$ cat src/rtl/scan_capture.sv
// Receive side of the multiplexed 7-segment scan bus: synchronizes led/content,
// waits for a stable dwell, and rebuilds the six displayed digits as BCD.
module scan_capture #(
  parameter int unsigned STABLE_CYC  = 4,
  parameter int unsigned TIMEOUT_CYC = 1000000
) (
  input  logic        clk,
  input  logic        rst,
  input  logic [7:0]  led,
  input  logic [6:0]  content,
  output logic [23:0] digits,
  output logic        frame_done,
  output logic        sel_err,
  output logic        seg_err,
  output logic        scan_lost
);

  localparam logic [7:0]  STABLE_MAX  = 8'(STABLE_CYC);
  localparam logic [23:0] TIMEOUT_MAX = 24'(TIMEOUT_CYC);
  localparam logic [3:0]  BCD_BLANK   = 4'hF;
  localparam logic [3:0]  BCD_BAD     = 4'hE;

  // Active-low {g,f,e,d,c,b,a} pattern to BCD; blank and undecodable get codes.
  function automatic logic [3:0] seg_decode(input logic [6:0] pat);
    unique case (pat)
      7'b1000000: seg_decode = 4'd0;
      7'b1111001: seg_decode = 4'd1;
      7'b0100100: seg_decode = 4'd2;
      7'b0110000: seg_decode = 4'd3;
      7'b0011001: seg_decode = 4'd4;
      7'b0010010: seg_decode = 4'd5;
      7'b0000010: seg_decode = 4'd6;
      7'b1111000: seg_decode = 4'd7;
      7'b0000000: seg_decode = 4'd8;
      7'b0010000: seg_decode = 4'd9;
      7'b1111111: seg_decode = BCD_BLANK;
      default:    seg_decode = BCD_BAD;
    endcase
  endfunction

  logic [7:0]  led_s1_q, led_smp_q, led_prev_q;
  logic [6:0]  con_s1_q, con_smp_q, con_prev_q;
  logic [7:0]  stab_cnt_q, stab_cnt_d;
  logic        captured_q, captured_d;
  logic [5:0]  seen_q, seen_d;
  logic [23:0] to_cnt_q, to_cnt_d;
  logic [23:0] digits_q, digits_d;
  logic        frame_done_q, frame_done_d;
  logic        sel_err_q, sel_err_d;
  logic        seg_err_q, seg_err_d;
  logic        scan_lost_q, scan_lost_d;

  logic        smp_changed, capture, sel_legal, sel_idle, legal_cap;
  logic [2:0]  sel_idx;
  logic [3:0]  bcd;
  logic [5:0]  seen_next;

  always_comb begin
    // NOTE: every combinational output gets a default first so no path leaves it unassigned and infers a latch.
    sel_idx      = 3'd0;
    seen_next    = seen_q;
    digits_d     = digits_q;
    seen_d       = seen_q;
    frame_done_d = 1'b0;
    sel_err_d    = 1'b0;
    seg_err_d    = 1'b0;

    smp_changed = {led_smp_q, con_smp_q} != {led_prev_q, con_prev_q};
    if (smp_changed)                   stab_cnt_d = 8'd0;
    else if (stab_cnt_q == STABLE_MAX) stab_cnt_d = stab_cnt_q;
    else                               stab_cnt_d = stab_cnt_q + 8'd1;

    capture    = !smp_changed && !captured_q && (stab_cnt_d == STABLE_MAX);
    captured_d = capture ? 1'b1 : (smp_changed ? 1'b0 : captured_q);

    sel_legal = (led_smp_q[7:6] == 2'b11) && $onehot(~led_smp_q[5:0]);
    sel_idle  = (led_smp_q == 8'hFF);
    legal_cap = capture && sel_legal;
    for (int i = 0; i < 6; i++) begin
      if (!led_smp_q[i]) sel_idx = 3'(i);
    end
    bcd = seg_decode(con_smp_q);

    if (legal_cap) begin
      digits_d[{sel_idx, 2'b00} +: 4] = bcd;
      seen_next = seen_q | (6'b1 << sel_idx);
      seg_err_d = (bcd == BCD_BAD);
      // The completing capture closes the frame and the mask restarts empty.
      if (seen_next == 6'h3F) begin
        frame_done_d = 1'b1;
        seen_d       = 6'h00;
      end else begin
        seen_d = seen_next;
      end
    end else if (capture && !sel_idle) begin
      sel_err_d = 1'b1;
    end

    if (legal_cap)                    to_cnt_d = 24'd0;
    else if (to_cnt_q == TIMEOUT_MAX) to_cnt_d = to_cnt_q;
    else                              to_cnt_d = to_cnt_q + 24'd1;
    scan_lost_d = !legal_cap && (to_cnt_d == TIMEOUT_MAX);
  end

  always_ff @(posedge clk) begin
    if (rst) begin
      // NOTE: state uses non-blocking assignments so every flop sees pre-edge values.
      led_s1_q     <= 8'hFF;
      led_smp_q    <= 8'hFF;
      led_prev_q   <= 8'hFF;
      con_s1_q     <= 7'h7F;
      con_smp_q    <= 7'h7F;
      con_prev_q   <= 7'h7F;
      stab_cnt_q   <= 8'd0;
      captured_q   <= 1'b0;
      seen_q       <= 6'h00;
      to_cnt_q     <= 24'd0;
      digits_q     <= 24'hFFFFFF;
      frame_done_q <= 1'b0;
      sel_err_q    <= 1'b0;
      seg_err_q    <= 1'b0;
      scan_lost_q  <= 1'b0;
    end else begin
      led_s1_q     <= led;
      led_smp_q    <= led_s1_q;
      led_prev_q   <= led_smp_q;
      con_s1_q     <= content;
      con_smp_q    <= con_s1_q;
      con_prev_q   <= con_smp_q;
      stab_cnt_q   <= stab_cnt_d;
      captured_q   <= captured_d;
      seen_q       <= seen_d;
      to_cnt_q     <= to_cnt_d;
      digits_q     <= digits_d;
      frame_done_q <= frame_done_d;
      sel_err_q    <= sel_err_d;
      seg_err_q    <= seg_err_d;
      scan_lost_q  <= scan_lost_d;
    end
  end

  assign digits     = digits_q;
  assign frame_done = frame_done_q;
  assign sel_err    = sel_err_q;
  assign seg_err    = seg_err_q;
  assign scan_lost  = scan_lost_q;

endmodule
$ cat config.mk
export PLATFORM = sky130hd
export DESIGN_NAME = scan_capture
export DESIGN_NICKNAME = d
export VERILOG_FILES = /design/src/rtl/scan_capture.sv
export SDC_FILE = /design/constraint.sdc
export NUM_CORES = 1
export LEC_CHECK = 0
export BUFFER_PORTS_ARGS = -buffer_cell sky130_fd_sc_hd__buf_4
export CAP_MARGIN = 40
export CORE_MARGIN = 5
export CORE_UTILIZATION = 48
export DETAILED_ROUTE_END_ITERATION = 12
export PLACE_DENSITY = 0.67
export SLEW_MARGIN = 0
export SYNTH_ARGS = -nofsm -noshare
export SYNTH_HDL_FRONTEND = slang
export SYNTH_SLANG_ARGS = --single-unit
$ cat constraint.sdc
create_clock -name clk -period 3.15 [get_ports clk]
set_clock_uncertainty 0.15 [all_clocks]
set_input_delay 0.315 -clock clk [delete_from_list [all_inputs] [get_ports clk]]
set_output_delay 0.315 -clock clk [all_outputs]
set_load 0.05 [all_outputs]
After elaboration in Yosys (flattened, before gate mapping):

Cells that the tools add are included.

* register bits after elaboration: 112
* bits of input ports: 17
* word-level logic and storage cells: 79

* $add $sub $neg: 8
* equal/unequal tests: 20
* shift operators: 3
* mux-type cells: 16
* bitwise logic cells: 3
* reduce and logical (&&, ||, !) cells: 14

Operators with widths (count)
* == test 24 x 20 -> 1 bit (second input constant): 2
* two-way mux 24 bit: 2
* case mux 4 bit (11 select lines): 1
* == test 7 bit (second input constant): 4
* adder 24 x 1 -> 24 bit (second input constant): 1
* bitwise mux 24 bit: 1
* variable shift 4 x 7 -> 24 bit (first input constant): 1
* indexed part select 4 x 7 -> 24 bit: 1
* == test 7 x 5 -> 1 bit (second input constant): 3
* == test 8 x 3 -> 1 bit (second input constant): 2
* two-way mux 8 bit: 2
* inequality test 15 bit: 1
* == test 7 x 6 -> 1 bit (second input constant): 2
* two-way mux 3 bit: 4
* adder 8 x 1 -> 8 bit (second input constant): 1
* == test 8 bit (second input constant): 1
* == test 7 x 2 -> 1 bit (second input constant): 1
* zero test 7 bit: 1
* negator 5 -> 7 bit: 1
* adder 1 x 1 -> 2 bit: 3
* == test 6 bit (second input constant): 1
* logical AND 1 bit: 6
* two-way mux 6 bit: 1
* NOT 6 bit: 1
* other kinds (12): 20

Logic depth before layout (Yosys ltp):

Gate-level depths: netlist of the first run.

* depth in word-level cells: 10
* depth in mapped cells: 13

Worst setup path before layout of the first run:

No wires, ideal clock.

* path type: register -> register
* from: reg led_smp_q[0]
* to: reg digits_q[23], in the netlist digits[23]
* data arrival time: 3.045 ns
* data required time: 2.871 ns
* slack: -0.174 ns
* stages on the path, launching flop included: 14
* path buffers: 2
* period minus slack after synthesis: 3.324 ns
* cells stage by stage: dfxtp_1 > fa_1 > inv_1 > fa_1 > ha_1 > inv_1 > fa_1 > nand3_1 > nor2_1 > and3_1 > buf_2 > buf_2 > nand3_1 > mux2i_1

* longest elaborated chain between the ends: 7
* elaborated cells between the ends (all ways): 13
* classes of those cells: add/sub (3); eq/ne (3); mux (1); bitwise (1); reduce/logical (5)

RTL lines
* start, declared: line 41 `logic [7:0] led_s1_q, led_smp_q, led_prev_q;`
* start signal, assigned: line 125 `led_smp_q <= led_s1_q;`
* NOT 6 bit: line 76 `sel_legal = (led_smp_q[7:6] == 2'b11) && $onehot(~led_smp_q[5:0]);`
* adder 1 x 1 -> 2 bit (not written as such): line 76
* adder 2 x 2 -> 3 bit (not written as such): line 76
* adder 3 x 2 -> 3 bit (not written as such): line 76
* == test 3 x 1 -> 1 bit: line 76
* logical AND 1 bit: line 76
* logical AND 1 bit (*): line 78 `legal_cap = capture && sel_legal;`
* end signal, assigned: line 134 `digits_q <= digits_d;`
* end, declared: line 47 `logic [23:0] digits_q, digits_d;`

Mark *: on every way between the ends. The rest lies on a longest branch, timed or not.
A chain may end at the register's enable or synchronous reset.

Final worst setup path of the first run:

* from: reg led_smp_q[0]
* to: reg digits_q[8], in the netlist digits[8]

The elaborated chain is that of the path after synthesis.

==> reports/qor.csv, run 1 <==
metric,value,unit
TritonCTS clock tree,built,
number of buffers on the longest clock path,2,
pwr dens,417,nW/um2
Hold Path Class,reg2reg,
maximum number of pins on one net before global-route repair,80,
cells along the critical path,fa_1 -> inv_1 -> fa_1 -> ha_2 -> inv_2 -> fa_1 -> nand3_2 -> nor2_4 -> and3_4 -> buf_12 -> nand4_4 -> buf_6 -> mux2i_1,
share of layout cells above drive strength 1,25.8,%
master of the slowest instance on the critical path,sky130_fd_sc_hd__fa_1,
Worst-Skew Late Latency,0.38,ns
sw power,0.655,mW
total length of routed wires,11.7,mm
shortest clock period the worst path allows after layout,3.33,ns
setup repair after global routing missed its margin,true,
final-report setup violation count,57,
Initial DRC Count,198,
count of buffers from port buffering,44,
Post-Synthesis Cells,558,
share of the clock period used by the worst path,106,%
final non-filler cell area,6230,um2
highest attainable clock frequency,0.300,GHz
signed area change from the synthesized netlist to the final layout,22.2,%
post-synthesis sequential element count,112,
crit-path max cell delay,0.53,ns
result of the run,finished with violations,
antenna diode count,0,
final setup slack of the worst path,-0.181,ns
max-slew violation count,0,
startpoint of the tightest hold check path,con_s1_q[6]$_SDFF_PP1_,
setup slack on the worst flop-to-flop path,-0.18,ns
count of yosys warnings during synthesis,0,
startpoint kind of the worst setup timing path,flop,
Die H,113,um
detailed-route wire length per cell,15.2,um
origin of the critical flop-to-flop path,led_smp_q[0]$_SDFF_PP1_,
distinct cell type count after synthesis,57,
fill count,878,
placeable core region,10300,um2
post-route total power,2.59,mW
number of clock sinks seen by CTS,112,
Crit path arrival time,3.45,ns
peak fanout along the critical path,8,
detailed-router iteration count before antenna repair,5,
Slew Limit Headroom,50.6,%
part of the power in the clock network,33.3,%
number of remaining DRC errors,0,
Static Leakage,2.50,nW
Most Frequent Cell on Critical Path,sky130_fd_sc_hd__fa_1,
Post-Route Setup TNS,-6.52,ns
number of flops mapped to enable cells by yosys,0,
final weighted congestion of routability-driven global placement,0.845,
area of the die,12800,um2
via count of the first global-routing pass,3974,
GRT Resource Usage Total,18.9,%
first-pass GRT wire length,19.8,mm
Max Cap Violations,0,
via density per instance,5.38,
switching share of total power,25.3,%
worst setup path class,reg2reg,
total global routing overflow,0,
Worst Tran Pin Value,0.741,ns
dominant register cell in the synthesized netlist,sky130_fd_sc_hd__dfxtp_1,
WHS,0.267,ns
antenna violations before repair,0,
Flop pwr share,56.5,%
cell internal pwr,1.94,mW
sequential fraction of the synthesis area,44.0,%
post-detailed-placement half-perimeter wirelength,8.02,mm
placement row count,37,
fraction of synthesis flops using an asynchronous set or reset pin,0,%
total I/O pin count,45,
final net count,659,
Starting Density,49.4,%
end-of-flow core utilization,60.3,%
final cell count without fillers,768,
required time reported for the critical path endpoint,3.27,ns
antenna violation net count after detailed routing,0,
Critical Path Start,led_smp_q[0]$_SDFF_PP1_,
die extent in x,113,um
failing checks,negative setup slack,
worst-case setup slack after placement,-0.221,ns
number of hold-slack violations in the final timing report,0,
root buffer cell,sky130_fd_sc_hd__clkbuf_8,
CTS HTree Levels,3,
synthesized cell area,5090,um2
net count after synthesis,589,
total vias in the final route,4128,
VDD IR-drop max,0.000301,V
placed instance area,5640,um2
cell count after placement,727,
number of clock buffers inserted by TritonCTS,9,
kind of end point of the critical path,flop,
Mean Syn Cell Area,9.13,um2
register clock-pin slew on the reported worst setup and hold paths,0.11,ns
combinational power share,10.2,%
sequential cells by signal, summed over array words and instances (netlist names), 6 cells and up:
| register | count |
|---|---|
| con_prev_q | 7 |
| to_cnt_q | 24 |
| led_prev_q | 8 |
| led_s1_q | 8 |
| stab_cnt_q | 8 |
| seen_q | 6 |
| digits | 24 |
| led_smp_q | 8 |
| con_smp_q | 7 |
| con_s1_q | 7 |
cell families after synthesis:
logic type	after synthesis	synth area share, %
and+or+nand+nor	256	27.4
DFF	112	44.0
AOI/OAI and AO/OA	59	8.40
buffers and inverters	50	4.25
xor gates and xnor gates	47	8.08
muxes	20	3.95
adders and majority gates	14	3.88
synth_stat cells, types with 2 or more instances:
cell type | number | area share (%)
sky130_fd_sc_hd__clkbuf_1 | 16 | 1.2
sky130_fd_sc_hd__nand3b_1 | 4 | 0.59
sky130_fd_sc_hd__nand2_1 | 24 | 1.8
sky130_fd_sc_hd__o22ai_1 | 5 | 0.61
sky130_fd_sc_hd__and3_1 | 7 | 0.86
sky130_fd_sc_hd__buf_4 | 3 | 0.44
sky130_fd_sc_hd__and4_1 | 6 | 1.0
sky130_fd_sc_hd__nor3b_1 | 5 | 0.74
sky130_fd_sc_hd__or4_1 | 2 | 0.29
sky130_fd_sc_hd__nor4_1 | 6 | 0.74
sky130_fd_sc_hd__nor3_1 | 17 | 1.7
sky130_fd_sc_hd__nand3_1 | 22 | 2.2
sky130_fd_sc_hd__a41o_1 | 2 | 0.39
sky130_fd_sc_hd__xor2_1 | 21 | 3.6
sky130_fd_sc_hd__buf_2 | 8 | 0.79
sky130_fd_sc_hd__fa_1 | 3 | 1.2
sky130_fd_sc_hd__nor4b_1 | 3 | 0.52
sky130_fd_sc_hd__dfxtp_1 | 112 | 44
sky130_fd_sc_hd__nor2b_1 | 3 | 0.37
sky130_fd_sc_hd__xnor2_1 | 26 | 4.5
sky130_fd_sc_hd__a21o_1 | 3 | 0.44
sky130_fd_sc_hd__nand4_1 | 12 | 1.5
sky130_fd_sc_hd__nand4_2 | 3 | 0.74
sky130_fd_sc_hd__a211oi_1 | 9 | 1.3
sky130_fd_sc_hd__ha_1 | 11 | 2.7
sky130_fd_sc_hd__o21a_1 | 2 | 0.29
sky130_fd_sc_hd__nor4bb_1 | 2 | 0.39
sky130_fd_sc_hd__or3_1 | 2 | 0.25
sky130_fd_sc_hd__nor4_2 | 2 | 0.49
sky130_fd_sc_hd__inv_1 | 21 | 1.5
sky130_fd_sc_hd__mux2i_1 | 19 | 3.7
sky130_fd_sc_hd__or2_2 | 43 | 5.3
sky130_fd_sc_hd__nand2b_1 | 3 | 0.37
sky130_fd_sc_hd__a41oi_1 | 5 | 0.86
sky130_fd_sc_hd__o21ai_0 | 9 | 0.88
sky130_fd_sc_hd__nor2_1 | 77 | 5.7
sky130_fd_sc_hd__a21oi_1 | 6 | 0.59
sky130_fd_sc_hd__a31oi_1 | 9 | 1.1
sky130_fd_sc_hd__and2_1 | 7 | 0.86
power groups by stage:
stage	Clock [mW]	Combinational, mW	Sequential (mW)
5_1_grt	0.943	0.291	1.47
3_3_place_gp	0	0.199	1.50
4_1_cts	0.881	0.247	1.46
2_1_floorplan	0	0.149	1.49
6_report	0.864	0.265	1.46
3_5_place_dp	0	0.203	1.50
final timing paths:
check                                 end  cells after the start
setup / recovery   digits[8]$_SDFFE_PP1P_                     13
setup reg to reg   digits[8]$_SDFFE_PP1P_                     13
hold reg to reg   con_smp_q[6]$_SDFF_PP1_                      1
hold / removal    con_smp_q[6]$_SDFF_PP1_                      1
routing by layer:
metal  vias up  wire [um]  GRT usage (%)
li1       2070          -              -
met1      1976       5570           26.4
met5         -          0              0
met3        12        429           3.26
met4         0        165           5.69
met2        70       5540           30.1
area by class of cell:
class | count | area [um2] | area share (%)
clock buffer | 9 | 124 | 1.99
clock inverter | 6 | 70.1 | 1.13
inverter | 21 | 78.8 | 1.27
multi-input combinational | 399 | 2810 | 45.1
sequential | 112 | 2240 | 36.0
tap | 136 | 170 | 2.73
timing repair buffer | 85 | 731 | 11.7
timing repair:
item	CTS	global route
setup buffers	5	5
cloned	3	1
endpoints found under the setup margin	56	58
gates resized for setup	17	13
hold buffers	15	0
hold endpoints to repair	15	0
pin swaps	9	5
layout by cell type, fill, tap and decap left out, drive strengths merged, types with 11 or more instances in the layout:
master	instances
dfxtp	112
nor2	77
buf	70
or2	43
xnor2	26
nand2	24
inv	22
nand3	22
xor2	21
mux2i	19
nor3	18
dlygate4sd3	15
nand4	15
ha	11
critical path, delay by kind of cell, from the launching register on:
| kind | cells | cell delay, ns |
|---|---|---|
| buffers and inverters | 4 | 0.39 |
| muxes | 1 | 0.12 |
| and+or+nand+nor | 4 | 0.55 |
| adders and majority gates | 4 | 1.67 |
| DFF | 1 | 0.34 |
(Power assumes the default switching activity.)
==> run 2, diff against run 1 <==
--- a/config.mk
+++ b/config.mk
@@ -10,7 +10,8 @@
 export CORE_MARGIN = 5
 export CORE_UTILIZATION = 48
 export DETAILED_ROUTE_END_ITERATION = 12
-export PLACE_DENSITY = 0.67
+export PLACE_DENSITY = 0.68
+export RECOVER_POWER = 100
 export SLEW_MARGIN = 0
 export SYNTH_ARGS = -nofsm -noshare
 export SYNTH_HDL_FRONTEND = slang
==> run 2 against run 1 <==
Effect of this change: the flow still finishes with violations (negative setup slack); via count shrank 1.3%; utilization shrank 2.1 points; critical path depth shrank 1; die area is the same; clock-buffer cell count is the same; hold slack lost 0.0018 ns; final cell count shrank 1.3%; global-route usage shrank 0.20 points; register-to-register slack gained 0.03 ns; worst setup slack gained 0.028 ns; largest power group unchanged.
==> reports/qor.csv, run 2 (synthesis gave the netlist of run 1 again) <==
metric,value,unit,change
Starting Density,49.4,%,unchanged
required time reported for the critical path endpoint,3.30,ns,+0.03 ns
max-slew violation count,0,,unchanged
R2R depth,12,,-1
peak fanout along the critical path,8,,unchanged
result of the run,finished with violations,,
total vias in the final route,4075,,-1.3%
master of the slowest instance on the critical path,sky130_fd_sc_hd__fa_1,,
final-report setup violation count,57,,unchanged
end-of-flow core utilization,58.2,%,-2.1 points
final cell count without fillers,758,,-1.3%
Most Frequent Cell on Critical Path,sky130_fd_sc_hd__fa_1,,
number of remaining DRC errors,0,,unchanged
via density per instance,5.38,,about the same
total area of multi-input combinational cells,2780,um2,-0.98%
share of the clock period used by the worst path,105,%,-0.88 points
kind of cell with the highest combined delay on the critical path,adder cells,,
antenna diode count,0,,unchanged
final net count,649,,-1.5%
Die H,113,um,unchanged
Static Leakage,2.35,nW,-6.2%
register clock-pin slew on the reported worst setup and hold paths,0.11,ns,about the same
setup repair after global routing missed its margin,true,,
detailed-route wire length per cell,15.1,um,-0.75%
share of layout cells above drive strength 1,19.6,%,-6.2 points
Crit path buffers/inverters,3,,-1
CTS HTree Levels,3,,unchanged
antenna violations before repair,0,,unchanged
switching share of total power,24.9,%,-0.33 points
Hold Path Depth,1,,unchanged
fill count,947,,+7.9%
combinational power share,9.8,%,-0.4 points
detailed-router iteration count before antenna repair,4,,-1
Flop pwr share,57.0,%,+0.5 points
kind of end point of the critical path,flop,,
cells along the critical path,fa_1 -> inv_2 -> fa_1 -> ha_1 -> inv_1 -> fa_1 -> nand3_2 -> nor2_4 -> and3_4 -> buf_12 -> nand4_1 -> o22ai_1,,
Hold Path Class,reg2reg,,
origin of the critical flop-to-flop path,led_smp_q[3]$_SDFF_PP1_,,
VDD IR-drop max,0.000233,V,-23%
via count of the first global-routing pass,4090,,+2.9%
count of buffers from port buffering,44,,unchanged
number of buffers on the longest clock path,2,,unchanged
number of clock sinks seen by CTS,112,,unchanged
failing checks,negative setup slack,,
sw power,0.641,mW,-2.1%
register area,2240,um2,unchanged
r2r endpoint,digits[16]$_SDFFE_PP1P_,,
WHS,0.265,ns,-0.00179 ns
setup slack on the worst flop-to-flop path,-0.15,ns,+0.03 ns
signed area change from the synthesized netlist to the final layout,17.9,%,
total global routing overflow,0,,unchanged
total length of routed wires,11.5,mm,-2.0%
area of the die,12800,um2,unchanged
total I/O pin count,45,,unchanged
worst-case setup slack after placement,-0.162,ns,+0.0599 ns
crit-path max cell delay,0.55,ns,+0.02 ns
Initial DRC Count,217,,+9.6%
Worst Tran Pin Value,0.779,ns,+0.0382 ns
"commonest non-fill, non-tap cells in the layout","sky130_fd_sc_hd__dfxtp_1, sky130_fd_sc_hd__nor2_1, sky130_fd_sc_hd__or2_2, sky130_fd_sc_hd__clkbuf_1, sky130_fd_sc_hd__xnor2_1",,
shortest clock period the worst path allows after layout,3.30,ns,-0.0279 ns
"most common cell after layout, fill and taps aside",sky130_fd_sc_hd__dfxtp_1,,
post-route total power,2.57,mW,-0.81%
Post-Route Setup TNS,-5.01,ns,+1.51 ns
placeable core region,10300,um2,unchanged
pwr dens,428,nW/um2,+2.8%
first-pass GRT wire length,19.7,mm,-0.31%
final non-filler cell area,6010,um2,-3.5%
number of clock buffers inserted by TritonCTS,9,,unchanged
final weighted congestion of routability-driven global placement,0.916,,+8.3%
number of hold-slack violations in the final timing report,0,,unchanged
post-detailed-placement half-perimeter wirelength,7.86,mm,-2.1%
highest attainable clock frequency,0.303,GHz,+0.84%
startpoint of the tightest hold check path,led_s1_q[6]$_SDFF_PP1_,,
TritonCTS clock tree,built,,
placement row count,37,,unchanged
cell count after placement,721,,-0.83%
Slew Limit Headroom,47.8,%,-2.9 points
part of the power in the clock network,33.2,%,about the same
maximum number of pins on one net before global-route repair,80,,unchanged
root buffer cell,sky130_fd_sc_hd__clkbuf_8,,
antenna violation net count after detailed routing,0,,unchanged
cell internal pwr,1.93,mW,-0.38%
die extent in x,113,um,unchanged
worst setup path class,reg2reg,,
startpoint kind of the worst setup timing path,flop,,
endpoint of the worst hold-timing path,led_smp_q[6]$_SDFF_PP1_,,
final setup slack of the worst path,-0.153,ns,+0.0279 ns
Crit path arrival time,3.46,ns,about the same
Worst-Skew Late Latency,0.38,ns,about the same
Max Cap Violations,0,,unchanged
GRT Resource Usage Total,18.7,%,-0.20 points
placed instance area,5600,um2,-0.80%
## run 2: cell count changes in the layout (fill, tap and decap cells not counted), moves of 2 or more
| cell | delta |
|---|---|
| sky130_fd_sc_hd__clkinvlp_4 | -2 |
| sky130_fd_sc_hd__clkbuf_4 | +15 |
| sky130_fd_sc_hd__nand3_2 | +2 |
| sky130_fd_sc_hd__buf_6 | -5 |
| sky130_fd_sc_hd__buf_4 | -47 |
| sky130_fd_sc_hd__clkbuf_1 | +28 |
| sky130_fd_sc_hd__nand3_4 | -2 |
## run 2: area by class of cell
class | instances | share of cell area, %
well taps | 136 | 2.83
clock buffers | 9 | 2.06
clock inverters | 6 | 1.15
multi-input cells | 398 | 46.3
flip-flops and latches | 112 | 37.3
inverters | 21 | 1.31
repair buffers | 76 | 8.98
## run 2: what timing repair did
action	in CTS	in global routing
setup buffers	3	1
hold buffers	15	0
setup endpoints to repair	56	58
cloned	3	0
endpoints found under the hold margin	15	0
gates resized for setup	17	5
pin swaps	11	4
## run 2: worst max path at each step
stage / depth (start not counted) / startpoint / to
after floorplan: 12 / led_smp_q[0]$_SDFF_PP1_ / digits[4]$_SDFFE_PP1P_
after global placement: 12 / led_smp_q[0]$_SDFF_PP1_ / digits[4]$_SDFFE_PP1P_
after detailed placement: 12 / led_smp_q[0]$_SDFF_PP1_ / seen_q[3]$_SDFFE_PP0N_
after CTS: 12 / led_smp_q[3]$_SDFF_PP1_ / digits[18]$_SDFFE_PP1P_
after global routing: 12 / led_smp_q[3]$_SDFF_PP1_ / digits[16]$_SDFFE_PP1P_
final: 12 / led_smp_q[3]$_SDFF_PP1_ / digits[16]$_SDFFE_PP1P_
## run 2: power groups by stage
stage               Combinational [mW]  Sequential [mW]  Clock [mW]
floorplan                        0.149             1.49           0
global placement                 0.194             1.50           0
detailed placement               0.199             1.50           0
CTS                              0.241             1.47       0.880
global route                     0.278             1.47       0.940
finish                           0.252             1.47       0.855
## run 2: per-layer routing
metal / vias to the layer above / global-route usage (%) / part of all wire, %
met2: 93 / 29.6 / 47
met4: 0 / 7.93 / 2.0
met3: 20 / 3.10 / 5.9
li1: 2037 / - / -
met1: 1925 / 25.4 / 46
met5: - / 0 / 0
==> run 3, diff against run 2 <==
--- a/config.mk
+++ b/config.mk
@@ -5,6 +5,7 @@
 export SDC_FILE = /design/constraint.sdc
 export NUM_CORES = 1
 export LEC_CHECK = 0
+export ABC_AREA = 1
 export BUFFER_PORTS_ARGS = -buffer_cell sky130_fd_sc_hd__buf_4
 export CAP_MARGIN = 40
 export CORE_MARGIN = 5
==> constraint.sdc (replaced) <==
create_clock -name clk -period 3 [get_ports clk]
set_clock_uncertainty 0.15 [all_clocks]
set_input_delay 0.3 -clock clk [delete_from_list [all_inputs] [get_ports clk]]
set_output_delay 0.3 -clock clk [all_outputs]
set_load 0.05 [all_outputs]
==> run 3 against run 2 <==
Effect of this change: the flow still finishes with violations (negative setup slack); die area increased by 2.4%; wire length decreased by 1.8%; hold slack got worse by 0.10 ns; worst setup slack got worse by 0.14 ns; final cell count increased by 19%; sequential cell count unchanged; via count increased by 7.6%; highest routed layer unchanged.
==> reports/qor.csv, run 3 <==
metric,value,unit,change
antenna diode count,0,,unchanged
setup slack on the worst flop-to-flop path,-0.29,ns,-0.14 ns
VDD IR-drop max,0.000538,V,+130%
kind of cell with the highest combined delay on the critical path,adder cells,,
antenna violation net count after detailed routing,0,,unchanged
Post-Synthesis Cells,684,,+23%
net count after synthesis,715,,+21%
via count of the first global-routing pass,4406,,+7.7%
required time reported for the critical path endpoint,3.18,ns,-0.12 ns
"share of synthesized cell area in and, or, nand and nor gates",34.0,%,+6.6 points
kind of end point of the critical path,flop,,
number of flops mapped to enable cells by yosys,0,,unchanged
final-report setup violation count,57,,unchanged
final non-filler cell area,6150,um2,+2.3%
area share of the largest cell type after synthesis,42.9,%,-1.1 points
number of clock buffers inserted by TritonCTS,9,,unchanged
total vias in the final route,4386,,+7.6%
met2 usage in global routing,32.5,%,+2.9 points
number of remaining DRC errors,0,,unchanged
root buffer cell,sky130_fd_sc_hd__clkbuf_8,,
shortest clock period the worst path allows after layout,3.29,ns,-0.0126 ns
maximum number of pins on one net before global-route repair,44,,-45%
dominant register cell in the synthesized netlist,sky130_fd_sc_hd__dfxtp_1,,
share of layout cells above drive strength 1,16.8,%,-2.9 points
global-route met1 utilization,21.0,%,-4.4 points
number of buffers on the longest clock path,2,,unchanged
Die H,114,um,+1.2%
WHS,0.164,ns,-0.101 ns
GRT Resource Usage Total,18.4,%,-0.37 points
final setup slack of the worst path,-0.290,ns,-0.137 ns
met3 global-route usage,4.70,%,+1.6 points
R2R depth,13,,+1
placement row count,38,,+2.7%
Synth Area in Adders,3.78,%,-0.098 points
Initial DRC Count,290,,+34%
complex-gate fraction of the synthesized area,4.62,%,-3.8 points
cell types with the largest area share after synthesis,"sky130_fd_sc_hd__dfxtp_1, sky130_fd_sc_hd__nand2_1, sky130_fd_sc_hd__nor2_1, sky130_fd_sc_hd__inv_1, sky130_fd_sc_hd__xor2_1",,
detailed-router iteration count before antenna repair,4,,unchanged
total I/O pin count,45,,unchanged
Worst-Skew Late Latency,0.40,ns,+0.02 ns
number of clock sinks seen by CTS,112,,unchanged
share of the clock period used by the worst path,110,%,+4.8 points
total global routing overflow,0,,unchanged
startpoint of the tightest hold check path,rst,,
Crit path arrival time,3.47,ns,about the same
post-detailed-placement half-perimeter wirelength,8.41,mm,+7.1%
placed instance area,5800,um2,+3.6%
switching share of total power,26.4,%,+1.5 points
cell internal pwr,2.05,mW,+6.3%
distinct cell type count after synthesis,37,,-35%
Static Leakage,2.71,nW,+16%
"commonest non-fill, non-tap cells in the layout","sky130_fd_sc_hd__nand2_1, sky130_fd_sc_hd__dfxtp_1, sky130_fd_sc_hd__nor2_1, sky130_fd_sc_hd__inv_1, sky130_fd_sc_hd__nand3_1",,
die extent in x,114,um,+1.2%
end-of-flow core utilization,57.2,%,-0.98 points
register clock-pin slew on the reported worst setup and hold paths,0.11,ns,about the same
fraction of synthesis flops using an asynchronous set or reset pin,0,%,unchanged
multiplexer share of the synthesized area,0,%,-4.0 points
r2r endpoint,digits[20]$_SDFFE_PP1P_,,
final net count,790,,+22%
sequential fraction of the synthesis area,42.9,%,-1.1 points
Most Frequent Cell on Critical Path,sky130_fd_sc_hd__fa_1,,
detailed-route wire length per cell,12.5,um,-18%
busiest layer in global routing,met2,,
count of yosys warnings during synthesis,0,,unchanged
most used standard cell by instance count after synthesis,sky130_fd_sc_hd__nand2_1,,
post-synthesis sequential element count,112,,unchanged
final weighted congestion of routability-driven global placement,0.833,,-9.0%
Max Cap Violations,0,,unchanged
Hold Path Depth,2,,+1
result of the run,finished with violations,,
number of hold-slack violations in the final timing report,0,,unchanged
startpoint kind of the worst setup timing path,flop,,
signed area change from the synthesized netlist to the final layout,17.6,%,
count of buffers from port buffering,44,,unchanged
Hold Path Class,in2reg,,
cells along the critical path,fa_1 -> inv_1 -> fa_1 -> ha_2 -> inv_2 -> fa_1 -> inv_2 -> nor4_4 -> nand3_4 -> clkinv_8 -> buf_4 -> nand4_1 -> nand3_1,,
combinational power share,10.0,%,+0.2 points
Flop pwr share,54.9,%,-2.1 points
highest attainable clock frequency,0.304,GHz,+0.38%
crit-path max cell delay,0.53,ns,-0.02 ns
CTS HTree Levels,3,,unchanged
worst-case setup slack after placement,-0.314,ns,-0.152 ns
total length of routed wires,11.3,mm,-1.8%
antenna violations before repair,0,,unchanged
post-synthesis xor/xnor area fraction,6.37,%,-1.7 points
TritonCTS clock tree,built,,
area of the die,13100,um2,+2.4%
via density per instance,4.85,,-9.8%
failing checks,negative setup slack,,
pwr dens,454,nW/um2,+6.0%
Worst Tran Pin Value,0.902,ns,+0.123 ns
first-pass GRT wire length,19.4,mm,-1.5%
main combinational cell family by area after synthesis,simple AND/OR/NAND/NOR gates,,
most area-hungry cell type in the Yosys netlist,sky130_fd_sc_hd__dfxtp_1,,
setup repair after global routing missed its margin,true,,
Mean Syn Cell Area,7.64,um2,-16%
origin of the critical flop-to-flop path,led_smp_q[0]$_SDFF_PP1_,,
worst setup path class,reg2reg,,
part of the power in the clock network,35.0,%,+1.8 points
leading post-synthesis cells by instance count,"sky130_fd_sc_hd__nand2_1, sky130_fd_sc_hd__dfxtp_1, sky130_fd_sc_hd__nor2_1",,
Slew Limit Headroom,39.9,%,-7.9 points
"most common cell after layout, fill and taps aside",sky130_fd_sc_hd__nand2_1,,
synthesized cell area,5230,um2,+2.6%
Starting Density,48.6,%,-0.70 points
endpoint of the worst hold-timing path,frame_done$_SDFF_PP0_,,
placeable core region,10700,um2,+4.1%
Crit path buffers/inverters,5,,+2
peak fanout along the critical path,13,,+5
sw power,0.737,mW,+15%
max-slew violation count,0,,unchanged
master of the slowest instance on the critical path,sky130_fd_sc_hd__fa_1,,
-- run 3: cell count changes after synthesis, sizes merged, moves of 9 or more --
cell / before / now
xor2: 21 / 32
nand4: 15 / 26
buf: 13 / 3
clkbuf: 16 / 7
nand2: 24 / 131
xnor2: 26 / 6
nand3: 22 / 52
a211oi: 9 / 0
inv: 21 / 94
mux2i: 19 / 0
nor2: 77 / 116
-- run 3: through the flow --
stage / setup TNS (ns) / power [mW] / std cells
6_report: -12.67 / 2.79 / 904
5_1_grt: -23.47 / 2.91 / 904
4_1_cts: -11.94 / 2.81 / 904
3_5_place_dp: -12.35 / 1.82 / 871
3_3_place_gp: -7.01 / 1.81 / 871
2_1_floorplan: -14.77 / 1.74 / 684
-- run 3: cell families after synthesis --
kind of cell,after synthesis
simple gates,378
xor+xnor,38
fa+ha+maj,14
compound gates,36
flops,112
buf+inv,106
-- run 3: area by class of cell --
class                   count  area (um2)
fillers                  1015        4600
multi-input cells         466        2630
flip-flops and latches    112        2240
repair buffers             74         508
inverters                  96         373
well taps                 140         175
clock buffers              10         138
clock inverters             6        82.6
-- run 3: power by group through the flow --
| stage | registers, mW | clock network [mW] | logic, mW |
|---|---|---|---|
| finish | 1.53 | 0.978 | 0.280 |
| global route | 1.54 | 1.07 | 0.312 |
| CTS | 1.53 | 0.996 | 0.277 |
| detailed placement | 1.57 | 0 | 0.257 |
| global placement | 1.56 | 0 | 0.249 |
| floorplan | 1.56 | 0 | 0.179 |
-- run 3: layer usage --
layer	share of wire, %	vias up	routed length, um
met5	0	-	0
met3	3.5	28	391
met4	2.8	0	313
met1	44	1987	5010
li1	-	2290	-
met2	49	81	5550
-- run 3: worst max path at each step --
stage                                          to  cells after the start                     from  slack, ns
after floorplan            digits[1]$_SDFFE_PP1P_                     13  led_smp_q[0]$_SDFF_PP1_      -0.34
after global placement    digits[16]$_SDFFE_PP1P_                     13  led_smp_q[0]$_SDFF_PP1_      -0.22
after detailed placement  digits[19]$_SDFFE_PP1P_                     13  led_smp_q[0]$_SDFF_PP1_      -0.31
after CTS                 digits[18]$_SDFFE_PP1P_                     13  led_smp_q[0]$_SDFF_PP1_      -0.28
after global routing      digits[17]$_SDFFE_PP1P_                     13  led_smp_q[0]$_SDFF_PP1_      -0.50
final                     digits[20]$_SDFFE_PP1P_                     13  led_smp_q[0]$_SDFF_PP1_      -0.29
-- run 3: worst register-to-register path, stage by stage (launching register included) --
cell	delay, ns
sky130_fd_sc_hd__dfxtp_2	0.34
sky130_fd_sc_hd__fa_1	0.53
sky130_fd_sc_hd__inv_1	0.05
sky130_fd_sc_hd__fa_1	0.49
sky130_fd_sc_hd__ha_2	0.18
sky130_fd_sc_hd__inv_2	0.04
sky130_fd_sc_hd__fa_1	0.48
sky130_fd_sc_hd__inv_2	0.05
sky130_fd_sc_hd__nor4_4	0.28
sky130_fd_sc_hd__nand3_4	0.18
sky130_fd_sc_hd__clkinv_8	0.14
sky130_fd_sc_hd__buf_4	0.15
sky130_fd_sc_hd__nand4_1	0.10
sky130_fd_sc_hd__nand3_1	0.11
-- run 3: repair_timing --
item	in CTS	in global routing
setup endpoints to repair	57	58
pin swaps	0	3
gates resized for setup	4	18
endpoints found under the hold margin	15	0
setup buffers	2	0
hold buffers	15	0
